`config.mk`:
```
export PLATFORM = sky130hd
export DESIGN_NAME = timer_ctrl
export DESIGN_NICKNAME = d
export VERILOG_FILES = /design/src/rtl/timer_ctrl.sv
export SDC_FILE = /design/constraint.sdc
export NUM_CORES = 1
export LEC_CHECK = 0
export ABC_AREA = 1
export CORE_MARGIN = 4
export CORE_UTILIZATION = 45
export DETAILED_ROUTE_END_ITERATION = 12
export GPL_ROUTABILITY_DRIVEN = 0
export PLACE_DENSITY = 0.7
export SLEW_MARGIN = 25
export SYNTH_ARGS = -nofsm -noshare
export SYNTH_HDL_FRONTEND = slang
export SYNTH_SLANG_ARGS = --single-unit
```
`constraint.sdc`:
```
create_clock -name clk -period 1.9 [get_ports clk]
set_clock_uncertainty 0.1 [all_clocks]
set_input_delay 0.38 -clock clk [delete_from_list [all_inputs] [get_ports clk]]
set_output_delay 0.38 -clock clk [all_outputs]
set_load 0.05 [all_outputs]
```
`src/rtl/timer_ctrl.sv`:
```
// -----------------------------------------------------------------------------
// timer_ctrl
//   Memory-mapped down-counting timer. Software programs PRESET, then enables
//   the timer through CTRL. The FSM loads COUNT from PRESET and counts down to
//   zero. It then raises irq_pending and either stops (one-shot) or reloads
//   (auto-reload).
//
// Ports
//   clk    : system clock, all state updates on posedge
//   reset  : synchronous, active-high reset
//   addr   : word select (0=CTRL, 1=PRESET, 2=COUNT, 3=reserved)
//   we     : write strobe, committed at the posedge where it is high
//   wdata  : write data
//   rdata  : combinational read data for addr
//   irq    : interrupt request = irq_pending & CTRL.im
//
// CTRL layout: bit0 en, bits2:1 mode (01 auto-reload, anything else one-shot),
//              bit3 im (irq mask). Upper bits read as zero.
// -----------------------------------------------------------------------------
module timer_ctrl #(
  parameter int WIDTH = 32
) (
  input  logic             clk,
  input  logic             reset,
  input  logic [1:0]       addr,
  input  logic             we,
  input  logic [WIDTH-1:0] wdata,
  output logic [WIDTH-1:0] rdata,
  output logic             irq
);

  typedef enum logic [1:0] {
    S_IDLE = 2'd0,
    S_LOAD = 2'd1,
    S_CNT  = 2'd2,
    S_INT  = 2'd3
  } state_t;

  localparam logic [1:0]       ADDR_CTRL   = 2'd0;
  localparam logic [1:0]       ADDR_PRESET = 2'd1;
  localparam logic [1:0]       ADDR_COUNT  = 2'd2;
  localparam logic [1:0]       MODE_RELOAD = 2'b01;
  localparam logic [WIDTH-1:0] ONE         = {{(WIDTH-1){1'b0}}, 1'b1};

  state_t           state, state_next;
  logic             en, en_next;
  logic [1:0]       mode, mode_next;
  logic             im, im_next;
  logic [WIDTH-1:0] preset, preset_next;
  logic [WIDTH-1:0] count, count_next;
  logic             pending, pending_next;

  logic ctrl_wr;
  logic preset_wr;
  logic count_le_one;

  assign ctrl_wr      = we && (addr == ADDR_CTRL);
  assign preset_wr    = we && (addr == ADDR_PRESET);
  // COUNT <= 1 without a wide comparator: every bit above bit0 is zero.
  assign count_le_one = (count[WIDTH-1:1] == '0);

  always_comb begin
    // NOTE: every signal driven here gets a default first, so no path can
    // leave it unassigned and infer a latch.
    state_next   = state;
    en_next      = en;
    mode_next    = mode;
    im_next      = im;
    preset_next  = preset;
    count_next   = count;
    pending_next = pending;

    unique case (state)
      S_IDLE: begin
        if (en) state_next = S_LOAD;
      end
      S_LOAD: begin
        count_next = preset;
        state_next = S_CNT;
      end
      S_CNT: begin
        if (!en) begin
          state_next = S_IDLE;
        end else if (count_le_one) begin
          // Saturate at zero so PRESET=0 never wraps to all-ones.
          count_next   = '0;
          pending_next = 1'b1;
          state_next   = S_INT;
        end else begin
          count_next = count - ONE;
        end
      end
      S_INT: begin
        // Reserved modes 10/11 fall through to one-shot behaviour.
        if (mode == MODE_RELOAD) begin
          pending_next = 1'b0;
          state_next   = S_LOAD;
        end else begin
          en_next    = 1'b0;
          state_next = S_IDLE;
        end
      end
      default: state_next = S_IDLE;
    endcase

    // A CTRL write overrides FSM side effects on the CTRL bits and on
    // irq_pending. The state transition above still uses the pre-edge mode.
    if (ctrl_wr) begin
      en_next      = wdata[0];
      mode_next    = wdata[2:1];
      im_next      = wdata[3];
      pending_next = 1'b0;
    end

    // PRESET only reaches COUNT at the next LOAD.
    if (preset_wr) preset_next = wdata;
  end

  always_ff @(posedge clk) begin
    // NOTE: non-blocking assignments, so every register samples the
    // pre-edge values computed above.
    if (reset) begin
      state   <= S_IDLE;
      en      <= 1'b0;
      mode    <= 2'b00;
      im      <= 1'b0;
      preset  <= '0;
      count   <= '0;
      pending <= 1'b0;
    end else begin
      state   <= state_next;
      en      <= en_next;
      mode    <= mode_next;
      im      <= im_next;
      preset  <= preset_next;
      count   <= count_next;
      pending <= pending_next;
    end
  end

  // Reads have no side effects.
  always_comb begin
    rdata = '0;
    unique case (addr)
      ADDR_CTRL:   rdata = {{(WIDTH-4){1'b0}}, im, mode, en};
      ADDR_PRESET: rdata = preset;
      ADDR_COUNT:  rdata = count;
      default:     rdata = '0;
    endcase
  end

  assign irq = pending & im;

endmodule

```
==> out/results.ini, run 1 <==
[status]
status=finished, final reports clean

[route]
routed-via-count=4635
drtAntennaViolNets=0
via_per_inst=5.67
wl_um=13100
drc_errors=0
drt_iter0_drc=346
first_pass_iters=6
wl_per_cell_um=16.0

[timing]
fin_ws_ps=48.5
post-route-period-util=0.974
hold_violations=0
tns_ps=0
worst_pin_slew_ps=545
final_max_slew_viol_count=0
fin_crit_ps=1850
slew_headroom=0.636
setup_viol_count_final=0
max_freq_ghz=0.540
rsz0062_at_grt=true

[power]
power_mw=5.02
pwr_density_cell_mw_per_mm2=838
leakage_nw=2.31
ir_drop_mv=0.423

[setup_path]
crit_type=input port to output pin
reg2reg_to=count[22]
crit_path_end_kind=output pin
crit_required_ps=1420
crit_path_max_fanout=6
worstPathArrival_ps=1370
r2r_cells=10
cp-start-kind=input port
r2r-start=count[1]
r2r_setup_slack_ps=100

[layout]
drive_gt1_frac=0.199
antenna_cells=0
final_cells=817
area_growth_pct=50.3
finalNetCount=742

[yosys]
synthFlopType=dfxtp_1
synth_top_cell_by_area=dfxtp_1
synth_area_per_cell_sq_um=6.42
yosysMostFrequentCell=o21ai_0
synth_common_cells=115 x o21ai_0, 91 x nand2_1, 82 x inv_1
netlist_top_cells_area=dfxtp_1 36%, o21ai_0 14%, a21oi_1 8.7%, nand2_1 8.6%, inv_1 7.7%
synth_top_cell_area_share=0.357
yosys_register_bits=71
ys_seq_area_frac=0.357
synthArstFlopShare=0
yosysUniqueCellTypes=24
synthCells=621
yosysWarnings=0
synth_edf_count=0
syn-cell-area_sq_mm=0.00398
syn_nets=659

[clock_tree]
clk_pin_slew_ps=80
cts_tree=done
cts_max_level=3
clock-sinks=71
numCtsBuffers=9
clk_latency_ps=360
clock_path_buffers=2
cts_root_buf=clkbuf_8

[job]
maxCapViolCount=0

[placement]
place_ws_ps=-305
place_hpwl_um=8550
place_inst=795
io_buffers=69

[hold_path]
worstHoldStart=pending
min_path_type=flop to flop
min_path_cells=2
holdPathEnd=pending

[floorplan]
coreArea_sq_mm=0.00868
die_height_um=102
row_count=34
io_pins=70
die_w_um=102
dieArea_sq_mm=0.0104
initial_utilization=0.459

[global_routing]
grt_antenna_before_repair=0
grt_pass1_vias=4461
track_usage=0.259
grt_pass1_wl_um=21400
grt_max_degree=68
grt-ovfl-total=0

-- power breakdown --
| part | leakage, nW | switching [mW] | internal, mW |
|---|---|---|---|
| logic | 1.64 | 1.42 | 0.768 |
| clock network | 0.0853 | 0.602 | 0.507 |
| registers | 0.580 | 0.108 | 1.61 |
-- area by class of cell --
class	count	area, sq um
clock inverters	5	33.8
well taps	108	135
repair buffers	102	1380
fillers	731	2690
multi-input cells	437	2550
flip-flops and latches	71	1420
inverters	83	319
clock buffers	11	141
-- worst max-delay path by stage --
stage              from   endpoint  slack, ps  depth (start not counted)
6_report        addr[1]  rdata[31]         50                          7
5_1_grt        count[1]  count[22]        -10                         10
4_1_cts         addr[0]   rdata[0]        0.9                          6
3_5_place_dp    addr[0]  rdata[18]       -300                          7
3_3_place_gp    addr[0]  rdata[30]       -290                          8
2_1_floorplan   addr[0]   rdata[2]       -270                          5
-- cell families (layout without fill, tap and decap cells) --
group | count (synthesis) | after routing | synth area share
buf+inv | 114 | 201 | 0.114
flops | 71 | 71 | 0.357
xor+xnor | 3 | 3 | 0.00660
simple gates | 211 | 212 | 0.225
compound gates | 221 | 221 | 0.294
fa+ha+maj | 1 | 1 | 0.00314
-- critical path: stages --
cell	delay, ps
buf_2	140
nor2_4	140
clkinv_4	160
buf_12	190
o22ai_2	90
buf_4	140
buf_12	120
-- cells in the final DEF, fill, tap and decap left out, types with 2 or more instances in the layout --
master           instances
o21ai_0                114
nand2_1                 86
inv_1                   80
nor2_1                  74
dfxtp_1                 71
a21oi_1                 69
buf_12                  36
clkdlybuf4s50_1         34
nand3_1                 33
buf_4                   25
o22ai_4                 22
clkbuf_8                10
nand2_2                  8
nor2_4                   6
o22ai_2                  6
o221ai_4                 4
o21ai_2                  3
xor2_1                   3
buf_16                   3
clkinv_4                 2
nor2_2                   2
clkinv_2                 2
clkinvlp_4               2
-- metal layers --
metal  GRT usage  routed length [um]  share of wire  vias to the layer above
met1       0.329                5400           0.41                     2177
met5           0                   0              0                        -
li1            -                   -              -                     2232
met4      0.0868                 327          0.025                        0
met3      0.0526                 947          0.072                       28
met2       0.437                6430           0.49                      198
-- what timing repair did --
| action | in CTS | in global routing |
|---|---|---|
| resized for setup | 59 | 19 |
| endpoints found under the setup margin | 55 | 35 |
| pin swaps | 2 | 2 |
| buffers inserted | 1 | 1 |
| gates cloned | 4 | 1 |
| hold buffers | 0 | 0 |
-- flip-flops by register name (all words and copies together) (netlist names) --
| register | cells |
|---|---|
| count | 32 |
| preset | 32 |
| mode | 2 |
| state | 2 |
| en | 1 |
| im | 1 |
| pending | 1 |
-- per-stage QoR --
step	utilization	hold WS, ps	area [sq um]
6_report	0.690	356	5990
5_1_grt	0.690	383	5990
4_1_cts	0.679	357	5890
3_5_place_dp	0.610	342	5300
3_3_place_gp	0.610	342	5300
2_1_floorplan	-	326	4050
No activity file was read; power rests on OpenSTA's default activity.
==> inputs of run 2 (changes only) <==
--- a/config.mk
+++ b/config.mk
@@ -11,6 +11,7 @@
 export DETAILED_ROUTE_END_ITERATION = 12
 export GPL_ROUTABILITY_DRIVEN = 0
 export PLACE_DENSITY = 0.7
+export SKIP_LAST_GASP = 1
 export SLEW_MARGIN = 25
 export SYNTH_ARGS = -nofsm -noshare
 export SYNTH_HDL_FRONTEND = slang
==> run 2 against run 1 <==
Effect of this change: critical path depth unchanged; worst setup slack got worse by 4.6 ps; maximum frequency decreased by 0.25%; die area unchanged; final area unchanged; highest routed layer unchanged; sequential share of layout area unchanged.
==> out/results.ini, run 2 (synthesis gave the netlist of run 1 again) <==
[placement]
place_inst=795  ; unchanged
place_hpwl_um=8550  ; unchanged
io_buffers=69  ; unchanged
place_area_sq_mm=0.00530  ; unchanged
place_ws_ps=-305  ; unchanged

[power]
netSwitchingFraction=0.426  ; +0.000945
power_mw=5.03  ; +0.17%
ir_drop_mv=0.443  ; +4.8%
seq_power_share=0.342  ; about the same
combPwrFrac=0.436  ; about the same
leakage_nw=2.31  ; unchanged
pwr_density_cell_mw_per_mm2=840  ; +0.17%
p_clk_frac=0.222  ; about the same
internal_power_mw=2.88  ; about the same
switchingPower_mw=2.14  ; +0.40%

[layout]
top_regs=count (32), preset (32)
area_growth_pct=50.3  ; unchanged
final_cells=817  ; unchanged
final_cell_mix=114 x o21ai_0, 86 x nand2_1, 80 x inv_1
postLayoutCellArea_sq_mm=0.00599  ; unchanged
layout_commonest_cell=o21ai_0
nFillCells=727  ; -0.55%
drive_gt1_frac=0.199  ; unchanged
antenna_cells=0  ; unchanged
final_util=0.690  ; unchanged
finalNetCount=742  ; unchanged

[global_routing]
grt_pass1_vias=4470  ; +0.20%
grt_max_degree=68  ; unchanged
grt_antenna_before_repair=0  ; unchanged
grt-ovfl-total=0  ; unchanged
grt_pass1_wl_um=21500  ; +0.65%
track_usage=0.260  ; +0.00121

[timing]
hold_violations=0  ; unchanged
fin_hold_ws_ps=356  ; +0.138 ps
post-route-period-util=0.977  ; +0.00243
fin_ws_ps=43.9  ; -4.63 ps
final_max_slew_viol_count=0  ; unchanged
slew_headroom=0.640  ; +0.00485
worst_pin_slew_ps=538  ; -7.25 ps
tns_ps=0  ; unchanged
max_freq_ghz=0.539  ; -0.25%
fin_crit_ps=1860  ; +4.63 ps
setup_viol_count_final=0  ; unchanged
rsz0062_at_grt=true

[clock_tree]
cts_tree=done
cts_root_buf=clkbuf_8
clock-sinks=71  ; unchanged
clk_pin_slew_ps=80  ; about the same
clk_latency_ps=360  ; about the same
numCtsBuffers=9  ; unchanged
postCtsHoldBufs=0  ; unchanged
cts_max_level=3  ; unchanged
clock_path_buffers=2  ; unchanged

[route]
routed-via-count=4651  ; +0.35%
drc_errors=0  ; unchanged
via_per_inst=5.69  ; +0.35%
wl_per_cell_um=16.1  ; +0.60%
first_pass_iters=5  ; -1
wl_um=13200  ; +0.60%
drtAntennaViolNets=0  ; unchanged
drt_iter0_drc=316  ; -8.7%

[setup_path]
r2r-start=count[1]
crit_path_max_fanout=6  ; unchanged
crit_path_start=addr[1]
crit_path_end_kind=output pin
crit_type=input port to output pin
r2r_cells=10  ; unchanged
worstPathArrival_ps=1380  ; about the same
crit_required_ps=1420  ; about the same
cp-endpoint=rdata[31]
r2r_setup_slack_ps=80  ; -20 ps
cp-start-kind=input port
reg2reg_to=count[22]

[floorplan]
initial_utilization=0.459  ; unchanged
io_pins=70  ; unchanged
row_count=34  ; unchanged
coreArea_sq_mm=0.00868  ; unchanged
die_w_um=102  ; unchanged
dieArea_sq_mm=0.0104  ; unchanged
die_height_um=102  ; unchanged

[hold_path]
min_path_type=flop to flop

[job]
maxCapViolCount=0  ; unchanged

[status]
status=finished, final reports clean

==> run 2: cell counts in the layout (fill, tap and decap cells not counted) <==
Identical to the previous run, type by type.
==> run 2: worst min-delay path by stage <==
| stage | from | end | slack, ps | cells past startpoint |
|---|---|---|---|---|
| after floorplan | pending | pending | 330 | 2 |
| after global placement | pending | pending | 340 | 2 |
| after detailed placement | pending | pending | 340 | 2 |
| after CTS | pending | pending | 360 | 2 |
| after global routing | pending | pending | 380 | 2 |
| final | pending | pending | 360 | 2 |
==> run 2: power groups by stage <==
| stage | Combinational, mW | Clock (mW) | Sequential (mW) |
|---|---|---|---|
| CTS | 2.11 | 1.12 | 1.71 |
| global placement | 1.92 | 0 | 1.74 |
| detailed placement | 1.95 | 0 | 1.74 |
| floorplan | 1.31 | 0 | 1.73 |
| global route | 2.42 | 1.19 | 1.73 |
| finish | 2.19 | 1.12 | 1.72 |
==> run 2: layout make-up <==
class | instances | area, sq um | area share
clock buffer | 11 | 141 | 0.0236
multi-input combinational | 437 | 2550 | 0.427
timing repair buffer | 102 | 1380 | 0.231
sequential | 71 | 1420 | 0.237
inverter | 83 | 319 | 0.0533
tap | 108 | 135 | 0.0226
clock inverter | 5 | 33.8 | 0.00564
==> run 2: per-layer routing <==
metal  track usage  part of all wire  up-vias
li1              -                 -     2233
met1         0.331              0.41     2183
met2         0.440              0.49      211
met3        0.0532             0.075       24
met4        0.0848             0.023        0
met5             0                 0        -
==> run 2: worst max-delay path, stage by stage <==
cell and delay (ps):
buf_2 140, nor2_4 140, clkinv_4 160, buf_12 190
o22ai_2 90, buf_4 140, buf_12 120
==> run 2: timing repair <==
item	CTS	global route
setup buffers	1	1
setup endpoints to repair	55	35
cloned	4	1
pin swaps	2	2
endpoints found under the hold margin	0	0
gates resized for setup	58	20
==> inputs of run 3 (changes only) <==
--- a/config.mk
+++ b/config.mk
@@ -6,11 +6,12 @@
 export NUM_CORES = 1
 export LEC_CHECK = 0
 export ABC_AREA = 1
-export CORE_MARGIN = 4
 export CORE_UTILIZATION = 45
+export CTS_CLUSTER_SIZE = 12
 export DETAILED_ROUTE_END_ITERATION = 12
 export GPL_ROUTABILITY_DRIVEN = 0
 export PLACE_DENSITY = 0.7
+export SKIP_CTS_REPAIR_TIMING = 1
 export SKIP_LAST_GASP = 1
 export SLEW_MARGIN = 25
 export SYNTH_ARGS = -nofsm -noshare
==> run 3 against run 2 <==
Effect of this change: power down 2.3%; largest power group unchanged; clock power about the same; worst setup slack better by 37 ps; core utilization down 0.78 points.
==> out/results.ini, run 3 (synthesis gave the netlist of run 1 again) <==
[status]
status=finished, final reports clean

[timing]
slew_headroom=0.636  ; -0.00402
fin_ws_ps=80.5  ; +36.6 ps
worst_pin_slew_ps=544  ; +6.01 ps
fin_crit_ps=1820  ; -36.6 ps
tns_ps=0  ; unchanged
final_max_slew_viol_count=0  ; unchanged
setup_viol_count_final=0  ; unchanged
hold_violations=0  ; unchanged
rsz0062_at_grt=true
post-route-period-util=0.958  ; -0.0193
fin_hold_ws_ps=359  ; +2.75 ps
max_freq_ghz=0.550  ; +2.0%

[setup_path]
crit_path_start=count[9]
crit_type=flop to output pin
worstPathArrival_ps=1340  ; -40 ps
crit_path_max_fanout=4  ; -2
cp-start-kind=flop
r2r_cells=8  ; -2
crit_path_end_kind=output pin
r2r-start=count[1]
crit_required_ps=1420  ; about the same
r2r_setup_slack_ps=120  ; +40 ps
reg2reg_to=count[28]

[floorplan]
die_height_um=96.1  ; -5.9%
die_w_um=96.1  ; -5.9%
coreArea_sq_mm=0.00838  ; -3.4%
row_count=33  ; -2.9%
initial_utilization=0.475  ; +0.0162
io_pins=70  ; unchanged
dieArea_sq_mm=0.00923  ; -11%

[placement]
place_inst=793  ; -0.25%
place_hpwl_um=8450  ; -1.1%
place_area_sq_mm=0.00531  ; +0.31%
place_ws_ps=-336  ; -31.3 ps
io_buffers=69  ; unchanged

[clock_tree]
numCtsBuffers=9  ; unchanged
clk_pin_slew_ps=70  ; about the same
cts_tree=done
cts_max_level=3  ; unchanged
clock_path_buffers=2  ; unchanged
cts_root_buf=clkbuf_8
clock-sinks=71  ; unchanged
clk_latency_ps=350  ; about the same

[layout]
area_growth_pct=43.5
antenna_cells=0  ; unchanged
postLayoutCellArea_sq_mm=0.00572  ; -4.5%
drive_gt1_frac=0.190  ; -0.00934
final_cell_mix=115 x o21ai_0, 89 x nand2_1, 78 x inv_1
top_regs=count (32), preset (32)
layout_commonest_cell=o21ai_0
final_cells=812  ; -0.61%
finalNetCount=742  ; unchanged
multiInputGateArea_sq_mm=0.00234  ; -8.5%
register_area_sq_mm=0.00142  ; unchanged
nFillCells=683  ; -6.1%

[job]
maxCapViolCount=0  ; unchanged

[global_routing]
grt_pass1_vias=4110  ; -8.1%
grt_pass1_wl_um=19500  ; -9.3%
track_usage=0.274  ; +0.0141
grt-ovfl-total=0  ; unchanged
grt_antenna_before_repair=0  ; unchanged
grt_max_degree=68  ; unchanged

[power]
ir_drop_mv=0.389  ; -12%
pwr_density_cell_mw_per_mm2=859  ; +2.3%
leakage_nw=2.30  ; -0.22%

[route]
drt_iter0_drc=295  ; -6.6%
first_pass_iters=5  ; unchanged
routed-via-count=4477  ; -3.7%
wl_per_cell_um=15.5  ; -4.1%
drc_errors=0  ; unchanged
drtAntennaViolNets=0  ; unchanged
wl_um=12600  ; -4.7%
via_per_inst=5.51  ; -3.1%

[hold_path]
min_path_cells=2  ; unchanged
holdPathEnd=pending
min_path_type=flop to flop
worstHoldStart=pending

==> run 3: how the worst max path moves through the flow <==
stage          slack, ps        end  depth (start not counted)
6_report              80   rdata[9]                          4
5_1_grt              -20  count[31]                          9
4_1_cts             -350   rdata[2]                          6
3_5_place_dp        -340   rdata[2]                          6
3_3_place_gp        -280  rdata[30]                          8
2_1_floorplan       -270   rdata[2]                          5
==> run 3: final cells by class <==
class	instances	area share
Multi-Input combinational cell	437	0.409
Sequential cell	71	0.249
Timing Repair Buffer	102	0.236
Inverter	83	0.0549
Clock buffer	13	0.0278
Tap cell	105	0.0230
Clock inverter	1	0.000876
==> run 3: through the flow <==
step	utilization	total power [mW]
after global routing	0.682	5.21
after CTS	0.653	4.80
after global placement	0.634	3.67
after floorplan	-	3.04
final	0.682	4.91
after detailed placement	0.634	3.72
==> run 3: report_power, final <==
part           internal (mW)  total (mW)  leakage (nW)  switching [mW]
clock                  0.531        1.09        0.0854           0.555
combinational          0.732        2.11          1.63            1.38
sequential              1.61        1.72         0.580           0.106
total                   2.87        4.91          2.30            2.04
==> run 3: per-layer routing <==
layer  track usage  up-vias  wire (um)
met5             0        -          0
met4        0.0920        0        323
met3        0.0608       30        864
met2         0.450      163       5890
met1         0.354     2056       5490
li1              -     2228          -
==> run 3: critical path, stage by stage, from the launching register on <==
cell and delay, ps:
dfxtp_1 370, buf_4 140, inv_1 50, o22ai_1 260
buf_12 180
